File: config.mk
export PLATFORM = sky130hd
export DESIGN_NAME = bin2bcd_seq
export DESIGN_NICKNAME = d
export VERILOG_FILES = /design/src/rtl/bin2bcd_pkg.sv /design/src/rtl/bcd_digit_adjust.sv /design/src/rtl/bin2bcd_seq.sv
export SDC_FILE = /design/constraint.sdc
export NUM_CORES = 1
export LEC_CHECK = 0
export ABC_CLOCK_PERIOD_IN_PS = 3100
export BUFFER_PORTS_ARGS = -buffer_cell sky130_fd_sc_hd__buf_2
export CAP_MARGIN = 20
export CORE_MARGIN = 5
export CORE_UTILIZATION = 45
export DETAILED_ROUTE_END_ITERATION = 16
export SYNTH_ARGS = -nofsm -noshare
export SYNTH_HDL_FRONTEND = slang
export SYNTH_HIERARCHICAL = 1
export SYNTH_SLANG_ARGS = --single-unit
File: constraint.sdc
create_clock -name fastclock -period 3.1 [get_ports fastclock]
set_input_delay 0 -clock fastclock [delete_from_list [all_inputs] [get_ports fastclock]]
set_output_delay 0 -clock fastclock [all_outputs]
set_load 0.005 [all_outputs]
File: src/rtl/bin2bcd_pkg.sv
// Shared types and constants for the sequential binary-to-BCD converter.
package bin2bcd_pkg;

    typedef enum logic [1:0] {
        IDLE  = 2'd0,
        SHIFT = 2'd1,
        DONE  = 2'd2
    } state_e;

    localparam int unsigned BCD_MAX = 32'd9999;
    localparam logic [15:0] SAT_BCD = 16'h9999;

    function automatic logic exceeds_bcd_max(input logic [31:0] value);
        return (value > BCD_MAX);
    endfunction

endpackage

File: src/rtl/bcd_digit_adjust.sv
// Double-dabble correction for one BCD nibble: add 3 when the digit is 5 or more.
module bcd_digit_adjust
    import bin2bcd_pkg::*;
(
    input  logic [3:0] digit,
    output logic [3:0] adjusted
);

    // Conditional +3 so the following left shift carries correctly into the next digit
    always_comb begin
        adjusted = digit;
        if (digit >= 4'd5) begin
            adjusted = digit + 4'd3;
        end else begin
            adjusted = digit;
        end
    end

endmodule

File: src/rtl/bin2bcd_seq.sv
// Sequential shift-and-add-3 converter: one bit per cycle, result held until consumed.
module bin2bcd_seq
    import bin2bcd_pkg::*;
#(
    parameter int W      = 13,
    parameter int DIGITS = 4
) (
    input  logic                  fastclock,
    input  logic                  reset,
    input  logic                  in_valid,
    input  logic [W-1:0]          bin_in,
    output logic                  in_ready,
    output logic                  out_valid,
    input  logic                  out_ready,
    output logic [4*DIGITS-1:0]   bcd_out,
    output logic                  ovf
);

    localparam int SW = 4 * DIGITS;
    localparam int CW = (W > 1) ? $clog2(W) : 1;

    state_e          state_r;
    logic [W-1:0]    bin_r;
    logic [SW-1:0]   scratch_r;
    logic [SW-1:0]   adj_s;
    logic [SW-1:0]   scratch_nxt_s;
    logic [CW-1:0]   cnt_r;
    logic            ovf_pend_r;
    logic            carry_r;
    logic            accept_s;
    logic            out_valid_r;
    logic [SW-1:0]   bcd_out_r;
    logic            ovf_r;

    for (genvar g = 0; g < DIGITS; g++) begin : g_adj
        bcd_digit_adjust u_adj (
            .digit    (scratch_r[4*g +: 4]),
            .adjusted (adj_s[4*g +: 4])
        );
    end

    assign scratch_nxt_s = {adj_s[SW-2:0], bin_r[W-1]};
    assign in_ready      = (state_r == IDLE);
    assign accept_s      = in_valid & in_ready;
    assign out_valid     = out_valid_r;
    assign bcd_out       = bcd_out_r;
    assign ovf           = ovf_r;

    // FSM, shift datapath and registered result; a bit falling out of digit 3 also marks overflow
    always_ff @(posedge fastclock or posedge reset) begin
        if (reset) begin
            state_r     <= IDLE;
            bin_r       <= '0;
            scratch_r   <= '0;
            cnt_r       <= '0;
            ovf_pend_r  <= 1'b0;
            carry_r     <= 1'b0;
            out_valid_r <= 1'b0;
            bcd_out_r   <= '0;
            ovf_r       <= 1'b0;
        end else begin
            case (state_r)
                IDLE: begin
                    if (accept_s) begin
                        bin_r      <= bin_in;
                        scratch_r  <= '0;
                        cnt_r      <= CW'(W - 1);
                        ovf_pend_r <= exceeds_bcd_max(32'(bin_in));
                        carry_r    <= 1'b0;
                        state_r    <= SHIFT;
                    end
                end
                SHIFT: begin
                    scratch_r <= scratch_nxt_s;
                    bin_r     <= {bin_r[W-2:0], 1'b0};
                    carry_r   <= carry_r | adj_s[SW-1];
                    if (cnt_r == '0) begin
                        state_r <= DONE;
                    end else begin
                        cnt_r <= cnt_r - CW'(1);
                    end
                end
                DONE: begin
                    // First DONE cycle publishes the result; later cycles wait for the consumer
                    if (!out_valid_r) begin
                        out_valid_r <= 1'b1;
                        ovf_r       <= ovf_pend_r | carry_r;
                        bcd_out_r   <= (ovf_pend_r | carry_r) ? SAT_BCD : scratch_r;
                    end else if (out_ready) begin
                        out_valid_r <= 1'b0;
                        state_r     <= IDLE;
                    end
                end
                default: begin
                    state_r     <= IDLE;
                    out_valid_r <= 1'b0;
                end
            endcase
        end
    end

endmodule
==> flow_results.xml, run 1 <==
<?xml version="1.0" encoding="UTF-8"?>
<metrics>
  <group name="status">
    <metric name="outcome" unit="">complete, no violations</metric>
  </group>
  <group name="global_routing">
    <metric name="grt_start_max_net_pins" unit="">45</metric>
    <metric name="grt_pass1_vias" unit="">1986</metric>
    <metric name="antenna_found_initial" unit="">0</metric>
    <metric name="track_usage" unit="">0.147</metric>
    <metric name="grt_overflow" unit="">0</metric>
    <metric name="wire_length_of_the_first_global_routing_pass" unit="um">9160</metric>
  </group>
  <group name="cells_and_area">
    <metric name="nFillCells" unit="">566</metric>
    <metric name="drive_gt1_frac" unit="">0.161</metric>
    <metric name="final_core_utilization" unit="">0.536</metric>
    <metric name="area_growth_syn_to_layout" unit="%">16.2</metric>
    <metric name="fin_nets" unit="">348</metric>
    <metric name="multiInputGateArea" unit="mm2">0.00120</metric>
    <metric name="antennaDiodeCount" unit="">0</metric>
    <metric name="instances_no_fill" unit="">398</metric>
    <metric name="seqCellArea" unit="mm2">0.00135</metric>
  </group>
  <group name="detailed_routing">
    <metric name="post_drt_wl_per_cell" unit="um">13.0</metric>
    <metric name="final_antenna_net_count" unit="">0</metric>
    <metric name="wl_met3" unit="um">245</metric>
    <metric name="drt-pass1-iter-count" unit="">4</metric>
    <metric name="met2WireLength" unit="um">2340</metric>
    <metric name="drc" unit="">0</metric>
    <metric name="m1_wire_length" unit="um">2520</metric>
    <metric name="drt_wl_total" unit="um">5170</metric>
    <metric name="vias" unit="">2009</metric>
    <metric name="detail_route.iter0.violations" unit="">59</metric>
    <metric name="route.top_layer_used" unit="">met4</metric>
    <metric name="via_per_inst" unit="">5.05</metric>
  </group>
  <group name="synth">
    <metric name="most_frequent_cell_after_synthesis" unit="">nand2_1</metric>
    <metric name="synthesis.area_per_instance" unit="um2">9.83</metric>
    <metric name="ys.warnings.count" unit="">6</metric>
    <metric name="ys_top_cells_by_area" unit="">dfrtp_1 (50%), nand2_1 (9.8%), mux2i_1 (5.9%)</metric>
    <metric name="synth_cell_types" unit="">33</metric>
    <metric name="syn-num-nets" unit="">302</metric>
    <metric name="post-synth-top-area-cell" unit="">dfrtp_1</metric>
    <metric name="synth-seq-area-share" unit="">0.498</metric>
    <metric name="number_of_storage_elements_in_the_synthesis_netlist" unit="">54</metric>
    <metric name="netlist_instances" unit="">276</metric>
    <metric name="synth_top_area_share" unit="">0.498</metric>
    <metric name="ys_dominant_reg_cell" unit="">dfrtp_1</metric>
    <metric name="syn_area" unit="mm2">0.00271</metric>
    <metric name="synth_async_sr_flop_share" unit="">1.00</metric>
    <metric name="post_synth_most_frequent_cells" unit="">nand2_1 (71), dfrtp_1 (54), a22o_1 (16), mux2i_1 (16), o21ai_0 (15)</metric>
    <metric name="synth-edff-count" unit="">0</metric>
  </group>
  <group name="worst_setup_path">
    <metric name="capture_instance_of_the_worst_register_to_register_path" unit="">bin_r[11]$_DFFE_PP0P_</metric>
    <metric name="critical_path.reg2reg.startpoint" unit="">state_r[0]$_DFFE_PP0P_</metric>
    <metric name="crit_type" unit="">reg2reg</metric>
    <metric name="crit_path_max_incr_delay" unit="ns">0.63</metric>
    <metric name="critPathCaptureType" unit="">flop</metric>
    <metric name="critical_path_arrival" unit="ns">2.04</metric>
    <metric name="timing.critical_path.fanout_max" unit="">23</metric>
    <metric name="r2r_cells" unit="">4</metric>
    <metric name="worst-endpoint-required" unit="ns">3.28</metric>
    <metric name="slowest_stage" unit="">dfrtp_1</metric>
    <metric name="start_kind" unit="">flop</metric>
    <metric name="crit_path_cell_trace" unit="">and2b_1, buf_4, mux2i_1, o21ai_0</metric>
    <metric name="reg2reg_slack" unit="ns">1.24</metric>
  </group>
  <group name="clock_network">
    <metric name="worst_skew_pair.late_latency" unit="ns">0.31</metric>
    <metric name="tritoncts" unit="">done</metric>
    <metric name="clock_tree.root_cell" unit="">clkbuf_8</metric>
    <metric name="clk_pin_slew" unit="ns">0.10</metric>
    <metric name="post_cts_buffers" unit="">0</metric>
    <metric name="ctsHtreeMaxLevel" unit="">2</metric>
    <metric name="numCtsBuffers" unit="">5</metric>
    <metric name="cts.path.max_buffers" unit="">2</metric>
    <metric name="cts_num_sinks" unit="">54</metric>
    <metric name="post_cts_hold_buffer_count" unit="">15</metric>
    <metric name="cts_resized" unit="">0</metric>
  </group>
  <group name="floorplan">
    <metric name="die-width" unit="um">87.7</metric>
    <metric name="floorplan.rows" unit="">28</metric>
    <metric name="die_height" unit="um">87.7</metric>
    <metric name="core_outline_area" unit="mm2">0.00589</metric>
    <metric name="boundaryPins" unit="">36</metric>
    <metric name="initial_utilization" unit="">0.461</metric>
    <metric name="die_area" unit="mm2">0.00768</metric>
  </group>
  <group name="timing">
    <metric name="final.setup.worst_slack" unit="ns">1.24</metric>
    <metric name="slew_at_the_pin_closest_to_its_max_slew_limit" unit="ns">0.883</metric>
    <metric name="finalClockSkew" unit="ns">0.00708</metric>
    <metric name="slew_violations" unit="">0</metric>
    <metric name="hold_ws" unit="ns">0.0516</metric>
    <metric name="report.final.hold_viol_count" unit="">0</metric>
    <metric name="period_share" unit="">0.600</metric>
    <metric name="fin_crit" unit="ns">1.86</metric>
    <metric name="rsz0062_at_grt" unit="">no</metric>
    <metric name="finalSetupViolCount" unit="">0</metric>
    <metric name="timing.slew.headroom" unit="">0.410</metric>
    <metric name="clock.fmax" unit="GHz">0.538</metric>
    <metric name="setup_total_negative_slack" unit="ns">0</metric>
  </group>
  <group name="placement">
    <metric name="numPortBuffers" unit="">35</metric>
    <metric name="hpwlAfterDp" unit="um">3370</metric>
    <metric name="dp_slack" unit="ns">1.21</metric>
    <metric name="place_congestion" unit="">0.793</metric>
    <metric name="numPlacedInstances" unit="">375</metric>
  </group>
  <group name="min_path">
    <metric name="hold_path_depth" unit="">4</metric>
    <metric name="min_path_type" unit="">in2reg</metric>
    <metric name="hp-start" unit="">in_valid</metric>
    <metric name="min_to" unit="">carry_r$_DFFE_PP0P_</metric>
  </group>
  <group name="power_and_ir_drop">
    <metric name="power.ir.vdd_worst" unit="mV">0.387</metric>
    <metric name="power_density" unit="mW/mm2">984</metric>
    <metric name="leakagePower" unit="uW">0.00162</metric>
  </group>
  <group name="job">
    <metric name="max_cap_viol_count" unit="">0</metric>
  </group>
</metrics>
worst max path at each step:
| stage | from | end | depth (start not counted) |
|---|---|---|---|
| finish | state_r[0]$_DFFE_PP0P_ | bin_r[11]$_DFFE_PP0P_ | 4 |
| global route | state_r[0]$_DFFE_PP0P_ | bin_r[2]$_DFFE_PP0P_ | 4 |
| CTS | state_r[0]$_DFFE_PP0P_ | bin_r[11]$_DFFE_PP0P_ | 4 |
| detailed placement | state_r[0]$_DFFE_PP0P_ | bin_r[11]$_DFFE_PP0P_ | 4 |
| global placement | state_r[0]$_DFFE_PP0P_ | bin_r[9]$_DFFE_PP0P_ | 4 |
| floorplan | cnt_r[0]$_DFFE_PP0P_ | cnt_r[1]$_DFFE_PP0P_ | 5 |
cell families (layout without fill, tap and decap cells):
logic type / Yosys count / count (layout) / share of synthesized area
adder cells (fa/ha/maj): 9 / 9 / 0.0415
XOR/XNOR: 4 / 4 / 0.0129
AO/OA/AOI/OAI: 60 / 60 / 0.148
buffers and inverters: 28 / 75 / 0.0609
multiplexers: 16 / 16 / 0.0590
flip-flops: 54 / 54 / 0.498
AND/OR/NAND/NOR: 105 / 105 / 0.180
power by group:
group          total, uW  leakage (uW)  switching [uW]  internal [uW]
registers           1310      0.000693             305           1010
clock network        475     0.0000514             233            241
logic               1320      0.000872             660            657
per-stage QoR:
stage / area (um2) / power, uW
global placement: 2890 / 2610
floorplan: 2710 / 2400
CTS: 3150 / 3150
global route: 3150 / 3390
finish: 3150 / 3100
detailed placement: 2890 / 2660
cell usage in the layout, fill, tap and decap left out, types with 7 or more instances in the layout:
| cell type | count |
|---|---|
| nand2_1 | 71 |
| a22o_1 | 16 |
| dfrtp_1 | 54 |
| nor2_1 | 7 |
| ha_1 | 9 |
| buf_2 | 35 |
| inv_1 | 13 |
| nand3b_1 | 8 |
| nand2b_1 | 9 |
| o21ai_1 | 14 |
| mux2i_1 | 16 |
| dlygate4sd3_1 | 15 |
| o21ai_0 | 15 |
flip-flops by register name, summed over array words and instances (netlist names):
signal / count
out_valid: 1
carry_r: 1
cnt_r: 4
ovf: 1
bin_r: 13
state_r: 2
scratch_r: 16
bcd_out: 16
final cells by class:
class                           count  area share
Sequential cell                    54       0.429
Multi-Input combinational cell    194       0.380
Timing Repair Buffer               53       0.110
Tap cell                           75      0.0298
Clock buffer                        6      0.0230
Inverter                           14      0.0167
Clock inverter                      2      0.0119
layer usage:
metal	up-vias	global-route usage
met5	-	0
met4	0	0.0377
met3	6	0.0329
met2	35	0.245
met1	946	0.195
li1	1022	-
critical path: cells and delay by family, from the launching register on:
kind	cells	cell delay, ns
flip-flops	1	0.63
AO/OA/AOI/OAI	1	0.08
multiplexers	1	0.22
buffers and inverters	1	0.39
AND/OR/NAND/NOR	1	0.41
(Power assumes the default switching activity.)
==> inputs of run 2 (changes only) <==
ABC_CLOCK_PERIOD_IN_PS = 1500   (was 3100)
PLACE_DENSITY = 0.67   (was not set)
clock period = 1.5 ns   (was 3.1 ns; I/O delays follow)
==> run 2 against run 1 <==
Cell area is 5.4% higher. First-iteration DRC count down 17%. Maximum frequency grew 32%. Largest cell class unchanged. Largest power group unchanged.
==> flow_results.xml, run 2 (synthesis gave the netlist of run 1 again) <==
<?xml version="1.0" encoding="UTF-8"?>
<metrics>
  <group name="status">
    <metric name="outcome" unit="">complete, no violations</metric>
  </group>
  <group name="placement">
    <metric name="hpwlAfterDp" unit="um">3560</metric>
    <metric name="place_congestion" unit="">0.803</metric>
    <metric name="numPortBuffers" unit="">35</metric>
    <metric name="dp_slack" unit="ns">0.0479</metric>
  </group>
  <group name="detailed_routing">
    <metric name="post_drt_wl_per_cell" unit="um">13.3</metric>
    <metric name="wl_met3" unit="um">277</metric>
    <metric name="drc" unit="">0</metric>
    <metric name="met2WireLength" unit="um">2640</metric>
    <metric name="drt-pass1-iter-count" unit="">4</metric>
    <metric name="m1_wire_length" unit="um">2530</metric>
    <metric name="via_per_inst" unit="">5.03</metric>
    <metric name="route.top_layer_used" unit="">met4</metric>
    <metric name="final_antenna_net_count" unit="">0</metric>
    <metric name="detail_route.iter0.violations" unit="">49</metric>
    <metric name="drt_wl_total" unit="um">5500</metric>
    <metric name="vias" unit="">2088</metric>
  </group>
  <group name="power_and_ir_drop">
    <metric name="pwr-share-comb" unit="">0.484</metric>
    <metric name="intPower" unit="uW">4150</metric>
    <metric name="power.ir.vdd_worst" unit="mV">1.11</metric>
    <metric name="swShare" unit="">0.384</metric>
    <metric name="power_density" unit="mW/mm2">2030</metric>
    <metric name="power.net_switching" unit="uW">2590</metric>
    <metric name="pwr-share-seq" unit="">0.391</metric>
    <metric name="clock_power_share" unit="">0.125</metric>
    <metric name="leakagePower" unit="uW">0.00170</metric>
  </group>
  <group name="timing">
    <metric name="hold_ws" unit="ns">0.0659</metric>
    <metric name="slew_at_the_pin_closest_to_its_max_slew_limit" unit="ns">0.534</metric>
    <metric name="clock.fmax" unit="GHz">0.710</metric>
    <metric name="finalClockSkew" unit="ns">0.00430</metric>
    <metric name="slew_violations" unit="">0</metric>
    <metric name="report.final.hold_viol_count" unit="">0</metric>
    <metric name="finalSetupViolCount" unit="">0</metric>
    <metric name="fin_crit" unit="ns">1.41</metric>
    <metric name="rsz0062_at_grt" unit="">yes</metric>
    <metric name="period_share" unit="">0.939</metric>
    <metric name="final.setup.worst_slack" unit="ns">0.0910</metric>
    <metric name="timing.slew.headroom" unit="">0.644</metric>
  </group>
  <group name="clock_network">
    <metric name="ctsHtreeMaxLevel" unit="">2</metric>
    <metric name="numCtsBuffers" unit="">5</metric>
    <metric name="cts_num_sinks" unit="">54</metric>
    <metric name="clk_pin_slew" unit="ns">0.09</metric>
    <metric name="worst_skew_pair.late_latency" unit="ns">0.31</metric>
    <metric name="clock_tree.root_cell" unit="">clkbuf_8</metric>
    <metric name="cts.path.max_buffers" unit="">2</metric>
    <metric name="tritoncts" unit="">done</metric>
  </group>
  <group name="cells_and_area">
    <metric name="fin_nets" unit="">365</metric>
    <metric name="mostFrequentLayoutCell" unit="">nand2_1</metric>
    <metric name="nFillCells" unit="">552</metric>
    <metric name="antennaDiodeCount" unit="">0</metric>
    <metric name="drive_gt1_frac" unit="">0.232</metric>
    <metric name="area_growth_syn_to_layout" unit="%">22.5</metric>
    <metric name="mostFrequentLayoutCells" unit="">nand2_1 (71), dfrtp_1 (53), buf_2 (35)</metric>
  </group>
  <group name="floorplan">
    <metric name="die_height" unit="um">87.7</metric>
    <metric name="initial_utilization" unit="">0.461</metric>
    <metric name="die-width" unit="um">87.7</metric>
    <metric name="boundaryPins" unit="">36</metric>
    <metric name="floorplan.rows" unit="">28</metric>
    <metric name="core_outline_area" unit="mm2">0.00589</metric>
    <metric name="die_area" unit="mm2">0.00768</metric>
  </group>
  <group name="worst_setup_path">
    <metric name="critical_path_arrival" unit="ns">1.66</metric>
    <metric name="crit_type" unit="">reg2reg</metric>
    <metric name="critPathCaptureType" unit="">flop</metric>
    <metric name="start_kind" unit="">flop</metric>
    <metric name="timing.critical_path.fanout_max" unit="">3</metric>
    <metric name="worst-endpoint-required" unit="ns">1.75</metric>
  </group>
  <group name="global_routing">
    <metric name="grt_pass1_vias" unit="">2054</metric>
    <metric name="antenna_found_initial" unit="">0</metric>
    <metric name="grt_start_max_net_pins" unit="">55</metric>
    <metric name="track_usage" unit="">0.154</metric>
    <metric name="grt_overflow" unit="">0</metric>
    <metric name="wire_length_of_the_first_global_routing_pass" unit="um">9490</metric>
  </group>
  <group name="job">
    <metric name="max_cap_viol_count" unit="">0</metric>
  </group>
  <group name="min_path">
    <metric name="min_path_type" unit="">in2reg</metric>
  </group>
</metrics>
## run 2: cell count changes in the layout (fill, tap and decap cells not counted), moves of 3 or more
cell    change
buf_4      +14
inv_2       +4
ha_1        -5
inv_1       -4
buf_12      +3
ha_2        +4
## run 2: through the flow
step | instance area (um2) | utilization | instances | setup TNS, ns | total power (uW)
2_1_floorplan | 2710 | - | 276 | 0 | 4950
3_3_place_gp | 3040 | 0.516 | 389 | 0 | 5700
3_5_place_dp | 3040 | 0.516 | 389 | 0 | 5820
4_1_cts | 3280 | 0.557 | 412 | 0 | 6700
5_1_grt | 3320 | 0.565 | 415 | -0.0102 | 7360
6_report | 3320 | 0.565 | 415 | 0 | 6740
## run 2: critical path: stages (launching register included)
cell and delay [ns]:
dfrtp_1 0.39, inv_1 0.11, ha_2 0.21, nand2b_1 0.09, a21oi_2 0.20, mux2i_1 0.21
a22o_1 0.15
## run 2: power groups by stage
stage	logic [uW]	registers, uW	clock network [uW]
2_1_floorplan	2410	2550	0
6_report	3260	2640	841
5_1_grt	3700	2730	925
4_1_cts	3200	2630	865
3_3_place_gp	3070	2620	0
3_5_place_dp	3160	2660	0
## run 2: per-layer routing
layer / vias up / track usage
met5: - / 0
met1: 982 / 0.205
met2: 44 / 0.254
met3: 6 / 0.0320
met4: 0 / 0.0460
li1: 1056 / -
## run 2: final timing paths
path | start | cells past startpoint | to | slack (ns)
hold / removal | in_valid | 4 | carry_r$_DFFE_PP0P_ | 0.07
max in group asynchronous | reset | 4 | scratch_r[4]$_DFFE_PP0P_ | 0.97
min in group asynchronous | reset | 4 | bin_r[5]$_DFFE_PP0P_ | 0.29
hold reg to reg | bcd_out[12]$_DFFE_PP0P_ | 2 | bcd_out[12]$_DFFE_PP0P_ | 0.47
setup / recovery | scratch_r[5]$_DFFE_PP0P_ | 6 | scratch_r[6]$_DFFE_PP0P_ | 0.09
setup reg to reg | scratch_r[5]$_DFFE_PP0P_ | 6 | scratch_r[6]$_DFFE_PP0P_ | 0.09
## run 2: layout make-up
| cell class | instances | area, um2 | share of cell area |
|---|---|---|---|
| multi-input cells | 194 | 1220 | 0.367 |
| clock buffers | 7 | 86.3 | 0.0260 |
| repair buffers | 70 | 513 | 0.154 |
| well taps | 75 | 93.8 | 0.0282 |
| clock inverters | 1 | 5.00 | 0.00151 |
| inverters | 14 | 52.6 | 0.0158 |
| flip-flops and latches | 54 | 1350 | 0.407 |
## run 2: repair_timing
item                       in CTS  in global routing
hold endpoints to repair       68                  0
buffers inserted                0                  3
resized for setup               0                 11
hold buffers                   15                  0
setup endpoints to repair       0                  7
==> inputs of run 3 (changes only) <==
CTS_BUF_LIST = sky130_fd_sc_hd__clkbuf_4   (was not set)
==> run 3 against run 2 <==
Sequential cell count is the same. Clock skew grew 0.0060 ns. Cell area shrank 0.38%. Register-to-register slack is essentially flat. Sequential power is essentially flat. Non-clock buffer count grew 2. Count of clock-buffer cells in the layout shrank 1. Critical path type unchanged. Worst hold slack gained 0.14 ns. Core utilization shrank 0.21 points. Largest power group unchanged.
==> flow_results.xml, run 3 (synthesis gave the netlist of run 1 again) <==
<?xml version="1.0" encoding="UTF-8"?>
<metrics>
  <group name="status">
    <metric name="outcome" unit="">complete, no violations</metric>
  </group>
  <group name="power_and_ir_drop">
    <metric name="pwr-share-seq" unit="">0.399</metric>
    <metric name="power_density" unit="mW/mm2">2000</metric>
    <metric name="leakagePower" unit="uW">0.00170</metric>
    <metric name="swShare" unit="">0.393</metric>
    <metric name="clock_power_share" unit="">0.097</metric>
    <metric name="power.net_switching" unit="uW">2600</metric>
    <metric name="pwr-share-comb" unit="">0.504</metric>
    <metric name="report.power.total" unit="uW">6600</metric>
    <metric name="intPower" unit="uW">4010</metric>
    <metric name="power.ir.vdd_worst" unit="mV">1.03</metric>
  </group>
  <group name="worst_setup_path">
    <metric name="crit_path_max_incr_delay" unit="ns">0.41</metric>
    <metric name="critical_path_arrival" unit="ns">1.75</metric>
    <metric name="critPathCaptureType" unit="">flop</metric>
    <metric name="timing.critical_path.fanout_max" unit="">3</metric>
    <metric name="reg2reg_slack" unit="ns">0.08</metric>
    <metric name="slowest_stage" unit="">dfrtp_1</metric>
    <metric name="crit_path_cell_trace" unit="">inv_1, ha_2, nand2b_1, a21oi_2, mux2i_1, a22o_1</metric>
    <metric name="crit_type" unit="">reg2reg</metric>
    <metric name="worst-endpoint-required" unit="ns">1.83</metric>
    <metric name="start_kind" unit="">flop</metric>
  </group>
  <group name="detailed_routing">
    <metric name="detail_route.iter0.violations" unit="">65</metric>
    <metric name="drc" unit="">0</metric>
    <metric name="drt_wl_total" unit="um">5560</metric>
    <metric name="vias" unit="">2124</metric>
    <metric name="post_drt_wl_per_cell" unit="um">13.3</metric>
    <metric name="drt-pass1-iter-count" unit="">4</metric>
    <metric name="final_antenna_net_count" unit="">0</metric>
    <metric name="via_per_inst" unit="">5.09</metric>
  </group>
  <group name="clock_network">
    <metric name="ctsHtreeMaxLevel" unit="">2</metric>
    <metric name="numCtsBuffers" unit="">5</metric>
    <metric name="clk_pin_slew" unit="ns">0.15</metric>
    <metric name="clock_tree.root_cell" unit="">clkbuf_4</metric>
    <metric name="cts.path.max_buffers" unit="">2</metric>
    <metric name="worst_skew_pair.late_latency" unit="ns">0.37</metric>
    <metric name="tritoncts" unit="">done</metric>
    <metric name="cts_num_sinks" unit="">54</metric>
  </group>
  <group name="timing">
    <metric name="slew_at_the_pin_closest_to_its_max_slew_limit" unit="ns">0.527</metric>
    <metric name="timing.slew.headroom" unit="">0.649</metric>
    <metric name="slew_violations" unit="">0</metric>
    <metric name="hold_ws" unit="ns">0.209</metric>
    <metric name="period_share" unit="">0.947</metric>
    <metric name="final.setup.worst_slack" unit="ns">0.0801</metric>
    <metric name="finalClockSkew" unit="ns">0.0103</metric>
    <metric name="fin_crit" unit="ns">1.42</metric>
    <metric name="report.final.hold_viol_count" unit="">0</metric>
    <metric name="rsz0062_at_grt" unit="">yes</metric>
    <metric name="setup_total_negative_slack" unit="ns">0</metric>
    <metric name="finalSetupViolCount" unit="">0</metric>
    <metric name="clock.fmax" unit="GHz">0.704</metric>
  </group>
  <group name="cells_and_area">
    <metric name="mostFrequentLayoutCells" unit="">nand2_1 (71), dfrtp_1 (53), buf_2 (35)</metric>
    <metric name="fin_nets" unit="">367</metric>
    <metric name="nFillCells" unit="">553</metric>
    <metric name="seqCellArea" unit="mm2">0.00135</metric>
    <metric name="drive_gt1_frac" unit="">0.237</metric>
    <metric name="mostFrequentLayoutCell" unit="">nand2_1</metric>
    <metric name="instances_no_fill" unit="">417</metric>
    <metric name="area_growth_syn_to_layout" unit="%">22.0</metric>
    <metric name="antennaDiodeCount" unit="">0</metric>
    <metric name="multiInputGateArea" unit="mm2">0.00123</metric>
  </group>
  <group name="global_routing">
    <metric name="wire_length_of_the_first_global_routing_pass" unit="um">9510</metric>
    <metric name="antenna_found_initial" unit="">0</metric>
    <metric name="grt_pass1_vias" unit="">2062</metric>
    <metric name="grt_start_max_net_pins" unit="">55</metric>
    <metric name="track_usage" unit="">0.155</metric>
    <metric name="grt_overflow" unit="">0</metric>
  </group>
  <group name="min_path">
    <metric name="min_path_type" unit="">in2async</metric>
  </group>
  <group name="floorplan">
    <metric name="die-width" unit="um">87.7</metric>
    <metric name="initial_utilization" unit="">0.461</metric>
    <metric name="die_height" unit="um">87.7</metric>
    <metric name="boundaryPins" unit="">36</metric>
    <metric name="floorplan.rows" unit="">28</metric>
    <metric name="die_area" unit="mm2">0.00768</metric>
    <metric name="core_outline_area" unit="mm2">0.00589</metric>
  </group>
  <group name="placement">
    <metric name="dp_slack" unit="ns">0.0479</metric>
    <metric name="numPortBuffers" unit="">35</metric>
    <metric name="hpwlAfterDp" unit="um">3560</metric>
    <metric name="numPlacedInstances" unit="">389</metric>
    <metric name="place_congestion" unit="">0.803</metric>
  </group>
  <group name="job">
    <metric name="max_cap_viol_count" unit="">0</metric>
  </group>
</metrics>
-- run 3: cell count changes in the layout (fill, tap and decap cells not counted) --
cell,previous run,this run
buf_4,17,18
clkbuf_1,1,0
clkbuf_4,0,6
clkbuf_8,6,0
clkinv_1,0,1
dlygate4sd3_1,15,16
nand2b_1,9,8
nand2b_4,0,1
-- run 3: timing repair --
action,4_1_cts,5_1_grt
buffers inserted,0,4
hold buffers,16,0
endpoints found under the setup margin,0,7
resized for setup,0,12
endpoints found under the hold margin,70,0
-- run 3: power groups by stage --
stage	logic (uW)	clock network, uW	registers [uW]
floorplan	2410	0	2550
global route	3760	731	2730
finish	3330	643	2640
CTS	3200	667	2630
detailed placement	3160	0	2660
global placement	3070	0	2620
-- run 3: worst max-delay path, delay by kind of cell (launching register included) --
| kind | cells | cell delay [ns] |
|---|---|---|
| flip-flops | 1 | 0.41 |
| AO/OA/AOI/OAI | 2 | 0.35 |
| adder cells (fa/ha/maj) | 1 | 0.21 |
| multiplexers | 1 | 0.20 |
| buffers and inverters | 1 | 0.11 |
| AND/OR/NAND/NOR | 1 | 0.09 |
-- run 3: per-stage QoR --
step	area, um2	util
finish	3310	0.563
global route	3310	0.563
CTS	3250	0.552
detailed placement	3040	0.516
global placement	3040	0.516
floorplan	2710	-
-- run 3: final cells by class --
cell class / instances / area share
well taps: 75 / 0.0283
flip-flops and latches: 54 / 0.409
repair buffers: 72 / 0.160
multi-input cells: 194 / 0.371
clock inverters: 2 / 0.00265
inverters: 14 / 0.0159
clock buffers: 6 / 0.0136
-- run 3: final timing paths --
kind | endpoint | start | cells past startpoint
worst min register to register | bcd_out[12]$_DFFE_PP0P_ | bcd_out[12]$_DFFE_PP0P_ | 2
worst min-delay path | scratch_r[4]$_DFFE_PP0P_ | reset | 4
min in group fastclock | bin_r[0]$_DFFE_PP0P_ | bin_in[0] | 3
worst max-delay path | scratch_r[6]$_DFFE_PP0P_ | scratch_r[5]$_DFFE_PP0P_ | 6
max in group asynchronous | bin_r[12]$_DFFE_PP0P_ | reset | 4
worst max register to register | scratch_r[6]$_DFFE_PP0P_ | scratch_r[5]$_DFFE_PP0P_ | 6
-- run 3: metal layers --
layer	vias to the layer above	global-route usage	part of all wire
li1	1066	-	-
met1	1000	0.203	0.45
met2	48	0.255	0.48
met3	10	0.0320	0.054
met4	0	0.0544	0.016
met5	-	0	0
